--- src/rtl/sap_step_run_ctrl.sv ---
// rtl/sap_step_run_ctrl.sv - SAP clock front end: key/switch sync, debounce, auto-run pacing, halt latch.
// Optional KEY_REPEAT_EN macro adds held-key auto-repeat in manual mode.
module sap_step_run_ctrl #(
    parameter int DEBOUNCE_CYCLES = 500000,
    parameter int AUTO_DIV        = 50000000,
    parameter int REPEAT_DELAY    = 25000000,
    parameter int REPEAT_DIV      = 5000000
) (
    input  logic clock_fpga,
    input  logic reset,
    input  logic key0,
    input  logic selecao_manual_auto,
    input  logic prog_run,
    input  logic hlt_sig,
    output logic sap_tick,
    output logic halted,
    output logic mode_auto,
    output logic running
);

    localparam int DB_W = $clog2(DEBOUNCE_CYCLES);
    localparam int PS_W = $clog2(AUTO_DIV);
    localparam logic [DB_W-1:0] DB_LAST = DB_W'(DEBOUNCE_CYCLES - 1);
    localparam logic [PS_W-1:0] PS_LAST = PS_W'(AUTO_DIV - 1);

    localparam logic [1:0] ST_REL = 2'd0;
    localparam logic [1:0] ST_PW  = 2'd1;
    localparam logic [1:0] ST_PRS = 2'd2;
    localparam logic [1:0] ST_RW  = 2'd3;

    logic            r_key_meta, r_key_s;
    logic            r_mode_meta, r_mode_s;
    logic            r_run_meta, r_run_s;
    logic            r_mode_auto;
    logic            r_halted;
    logic            r_running;
    logic            r_tick;
    logic [1:0]      r_st;
    logic [DB_W-1:0] r_db_cnt;
    logic [PS_W-1:0] r_ps_cnt;

    logic [1:0]      w_st_nxt;
    logic [DB_W-1:0] w_db_nxt;
    logic [DB_W-1:0] w_db_inc;
    logic            w_press;
    logic            w_tick_en;
    logic            w_mode_chg;
    logic            w_ps_wrap;
    logic            w_halted_nxt;
    logic            w_rp_pulse;

    assign sap_tick  = r_tick;
    assign halted    = r_halted;
    assign mode_auto = r_mode_auto;
    assign running   = r_running;

    // The key idles high, so its synchronizer resets to the released level.
    always_ff @(posedge clock_fpga) begin
        if (reset) begin
            r_key_meta  <= 1'b1;
            r_key_s     <= 1'b1;
            r_mode_meta <= 1'b0;
            r_mode_s    <= 1'b0;
            r_run_meta  <= 1'b0;
            r_run_s     <= 1'b0;
            r_mode_auto <= 1'b0;
        end else begin
            r_key_meta  <= key0;
            r_key_s     <= r_key_meta;
            r_mode_meta <= selecao_manual_auto;
            r_mode_s    <= r_mode_meta;
            r_run_meta  <= prog_run;
            r_run_s     <= r_run_meta;
            r_mode_auto <= r_mode_s;
        end
    end

    assign w_db_inc = r_db_cnt + 1'b1;

    always_comb begin
        w_st_nxt = r_st;
        w_db_nxt = r_db_cnt;
        w_press  = 1'b0;
        case (r_st)
            ST_REL: begin
                if (!r_key_s) begin
                    w_st_nxt = ST_PW;
                    w_db_nxt = '0;
                end
            end
            ST_PW: begin
                if (r_key_s) begin
                    w_st_nxt = ST_REL;
                    w_db_nxt = '0;
                end else if (w_db_inc == DB_LAST) begin
                    w_st_nxt = ST_PRS;
                    w_db_nxt = '0;
                    w_press  = 1'b1;
                end else begin
                    w_db_nxt = w_db_inc;
                end
            end
            ST_PRS: begin
                if (r_key_s) begin
                    w_st_nxt = ST_RW;
                    w_db_nxt = '0;
                end
            end
            ST_RW: begin
                if (!r_key_s) begin
                    w_st_nxt = ST_PRS;
                    w_db_nxt = '0;
                end else if (w_db_inc == DB_LAST) begin
                    w_st_nxt = ST_REL;
                    w_db_nxt = '0;
                end else begin
                    w_db_nxt = w_db_inc;
                end
            end
            default: begin
                w_st_nxt = ST_REL;
                w_db_nxt = '0;
            end
        endcase
    end

    always_ff @(posedge clock_fpga) begin
        if (reset) begin
            r_st     <= ST_REL;
            r_db_cnt <= '0;
        end else begin
            r_st     <= w_st_nxt;
            r_db_cnt <= w_db_nxt;
        end
    end

    assign w_tick_en    = r_run_s & ~r_halted & ~hlt_sig;
    assign w_mode_chg   = r_mode_s ^ r_mode_auto;
    assign w_ps_wrap    = (r_ps_cnt == PS_LAST);
    assign w_halted_nxt = r_run_s & (r_halted | hlt_sig);

`ifdef KEY_REPEAT_EN
    localparam int RP_MAX = (REPEAT_DELAY > REPEAT_DIV) ? REPEAT_DELAY : REPEAT_DIV;
    localparam int RP_W   = $clog2(RP_MAX);
    localparam logic [RP_W-1:0] RP_DELAY_LAST = RP_W'(REPEAT_DELAY - 1);
    localparam logic [RP_W-1:0] RP_DIV_LAST   = RP_W'(REPEAT_DIV - 1);

    logic [RP_W-1:0] r_rp_cnt;
    logic            r_rp_phase;
    logic            w_rp_active;
    logic [RP_W-1:0] w_rp_last;

    // Phase 0 waits out the initial hold delay, phase 1 paces the repeats.
    assign w_rp_active = (r_st == ST_PRS) & ~r_mode_s & w_tick_en & ~w_mode_chg;
    assign w_rp_last   = r_rp_phase ? RP_DIV_LAST : RP_DELAY_LAST;
    assign w_rp_pulse  = w_rp_active & (r_rp_cnt == w_rp_last);

    always_ff @(posedge clock_fpga) begin
        if (reset || !w_rp_active) begin
            r_rp_cnt   <= '0;
            r_rp_phase <= 1'b0;
        end else if (w_rp_pulse) begin
            r_rp_cnt   <= '0;
            r_rp_phase <= 1'b1;
        end else begin
            r_rp_cnt   <= r_rp_cnt + 1'b1;
        end
    end
`else
    logic w_unused_rep;
    assign w_unused_rep = ^{32'(REPEAT_DELAY), 32'(REPEAT_DIV)};
    assign w_rp_pulse   = 1'b0;
`endif

    always_ff @(posedge clock_fpga) begin
        if (reset || !w_tick_en || w_mode_chg || !r_mode_s || w_ps_wrap) begin
            r_ps_cnt <= '0;
        end else begin
            r_ps_cnt <= r_ps_cnt + 1'b1;
        end
    end

    always_ff @(posedge clock_fpga) begin
        if (reset) begin
            r_halted  <= 1'b0;
            r_running <= 1'b0;
            r_tick    <= 1'b0;
        end else begin
            r_halted  <= w_halted_nxt;
            r_running <= r_run_s & ~w_halted_nxt;
            r_tick    <= w_tick_en & ~w_mode_chg &
                         (r_mode_s ? w_ps_wrap : (w_press | w_rp_pulse));
        end
    end

endmodule

--- config.mk ---
export PLATFORM = sky130hd
export DESIGN_NAME = sap_step_run_ctrl
export DESIGN_NICKNAME = d
export VERILOG_FILES = /design/src/rtl/sap_step_run_ctrl.sv
export SDC_FILE = /design/constraint.sdc
export NUM_CORES = 1
export LEC_CHECK = 0
export CAP_MARGIN = 25
export CORE_ASPECT_RATIO = 0.9
export CORE_UTILIZATION = 65
export DETAILED_ROUTE_END_ITERATION = 10
export PLACE_DENSITY = 0.92
export SETUP_SLACK_MARGIN = 0.15
export SYNTH_ARGS = -nofsm -noshare
export SYNTH_HDL_FRONTEND = slang
export SYNTH_SLANG_ARGS = --single-unit
--- constraint.sdc ---
create_clock -name clock_fpga -period 6.1 [get_ports clock_fpga]
set_clock_uncertainty 0.1 [all_clocks]
set_input_delay 0.915 -clock clock_fpga [delete_from_list [all_inputs] [get_ports clock_fpga]]
set_output_delay 0.915 -clock clock_fpga [all_outputs]
set_load 0.005 [all_outputs]
==> results.ini <==
[grt]
grt_util_all_layers_pct=31.3
first_global_vias=2444
grt_start_max_net_pins=27
antenna_found_initial=0
grt_pass1_wl_um=11200
grt_overflow_total=0

[die]
initial_core_util_pct=69.9
core_um2=4180
fp.dieH_um=65.6
io_pins=10
die_x_um=72.7
rows=22
die_area_um2=4770

[timing]
max_freq_mhz=302
final_max_slew_viol_count=0
fin_setup_tns_ns=0
rsz0062_at_grt=no
max_slew.worst_pin.slew_ns=0.762
finalHoldViolCount=0
slew_headroom_pct=49.0
finalSetupViolations=0
fin_crit_sh_pct=54.3
min_period_ns=3.31

[setup_path]
worstReg2RegEnd=r_db_cnt[14]
slowest_delay_ns=0.60
crit_family=simple AND/OR/NAND/NOR gates
crit_arrival_ns=3.43
critical_path_required_ns=6.21
worstSetupPathType=flop to flop
cp_slowest_cell=o41ai_4
cp.depth=7
setup.worst_path.start_class=flop
path_max_fanout=12
crit_path_cell_trace=nand4_1, nor4_1, mux2i_1, nand4b_4, o41ai_4, nand2b_4, o311ai_0
critPathLaunch=r_db_cnt[2]
r2r_start=r_db_cnt[2]
reg2reg_depth=7
path_buf_inv=0
critical_path.endpoint_type=flop
endpoint=r_db_cnt[14]
ff2ff_setup_slack_ns=2.79

[power_and_ir_drop]
p_leak_nw=1.05
power.density_nw_per_um2=232
finalPower_mw=0.753
peakVddDrop_uv=191

[clock_tree]
cts_tree=built
clk_pin_slew_worst_paths_ns=0.07
clock-root-buffer=clkbuf_8
numClockSinks=57
h-tree-depth=3
cts.path.max_buffers=2
cts_hold_buf=0
cts_resized=0
numCtsBuffers=9
clk_latency_ns=0.34
cts_setup_buffers=0

[cells_and_area]
seq_area_um2=1140
drive_gt1_share_pct=8.40
multi_input_area_um2=1690
fin_nets=373
final_area_um2=3250
fill_cells=299
n_antenna_cell=0
syn2layout_area_growth_pct=11.1

[route]
wl_per_cell_um=15.7
via_per_inst=6.21
drtIter0Drc=260
vias=2665
wl_um=6720
drcViolationCount=0
antenna_left=0
first_pass_iters=5

[synth]
netlist.area_leader.share_pct=39.0
synth_edf_count=0
synth_flop_cell=dfxtp_1
post_synth_num_cell_types=53
synthTopCellsByArea=dfxtp_1, nand2_1, nor2_1
yosys.area.top_type=dfxtp_1
syn-num-nets=365
syn_area_per_cell_um2=8.22
synth-seq-cells=57
synth_area_um2=2930
synthCells=356
synth_warnings=0
seq_area_frac_synth_pct=39.0
synthArstFlopShare_pct=0

[job]
cap_violations=0

[place]
portBuffers=9
gp_congestion=0.966
placed_cell_area_um2=3030
hpwl_um=4230

[min_path]
hp-start=r_key_meta
hp-class=flop to flop

[status]
status=finished, final reports clean

## through the flow
step | setup slack, ns | hold WS, ns | instances | utilization [%]
floorplan | 3.37 | 0.289 | 356 | -
global placement | 2.31 | 0.294 | 412 | 72.4
finish | 2.79 | 0.343 | 429 | 77.7
CTS | 2.45 | 0.344 | 428 | 77.3
global route | 2.52 | 0.371 | 429 | 77.7
detailed placement | 2.15 | 0.302 | 412 | 72.4
## cells in the final DEF, fill, tap and decap left out, types with 2 or more instances in the layout
cell type        count
o21ai_0              2
a31oi_1              2
xor2_1              18
clkdlybuf4s50_1      9
and2_1               3
nor4b_1              2
nand4_1             16
and4_1               2
clkbuf_8            11
o22ai_1              3
nand4b_1             2
ha_1                 3
o21ai_1              5
o211ai_1             3
a21oi_1              8
o31ai_1              2
a21o_1               4
nor3b_1              2
and3_1               6
or2_2                4
or4_1                4
inv_1                7
nor3_1              13
nor2_1              49
nand2b_1             6
xnor2_1             14
nand3_1             16
nor2b_1              6
nor4_1               9
dfxtp_1             57
a211oi_1             2
o311ai_2             2
o311ai_0             2
nand2_1             51
## report_power, final
group	switching (mW)	internal (mW)
Clock	0.150	0.211
Sequential	0.00190	0.375
Combinational	0.00874	0.00625
Total	0.161	0.592
## logic make-up (layout without fill, tap and decap cells)
logic type | count (synthesis) | count (layout) | synth area share [%]
and+or+nand+nor | 195 | 195 | 33.9
DFF | 57 | 57 | 39.0
AOI/OAI and AO/OA | 46 | 46 | 12.3
xor gates and xnor gates | 32 | 32 | 9.58
buffers and inverters | 21 | 34 | 3.25
adders and majority gates | 3 | 3 | 1.28
muxes | 2 | 2 | 0.727
## metal layers
layer	GRT usage (%)	part of all wire, %
met1	39.8	44
met2	49.4	46
met3	9.51	7.3
met4	12.3	2.1
met5	0	0
## worst min path at each step
stage	end	slack (ns)	cells after the start
3_5_place_dp	r_key_s	0.30	1
3_3_place_gp	r_key_s	0.29	1
6_report	r_key_s	0.34	1
2_1_floorplan	r_key_s	0.29	1
5_1_grt	r_key_s	0.37	1
4_1_cts	r_key_s	0.34	1
## cell type report
cell class | count | share of cell area (%)
clock inverter | 4 | 1.58
inverter | 7 | 0.808
clock buffer | 12 | 4.77
tap | 60 | 2.31
timing repair buffer | 11 | 3.46
multi-input combinational | 278 | 52.0
sequential | 57 | 35.1
## flip-flops by register name (all words and copies together), names as in the netlist, named ones only
name         count
running          1
r_key_s          1
r_ps_cnt        26
r_mode_s         1
halted           1
r_st             1
r_mode_meta      1
sap_tick         1
r_run_s          1
r_key_meta       1
mode_auto        1
r_db_cnt        19
r_run_meta       1
## synth_stat cells, drive strengths merged, types with 7 or more instances
cell	instances
dfxtp	57
nand2	51
nor2	49
xor2	18
nand3	17
nand4	16
xnor2	14
nor3	13
nor4	10
a21oi	8
clkbuf	8
o21ai	8
inv	7
nand2b	7
(Power assumes the default switching activity.)
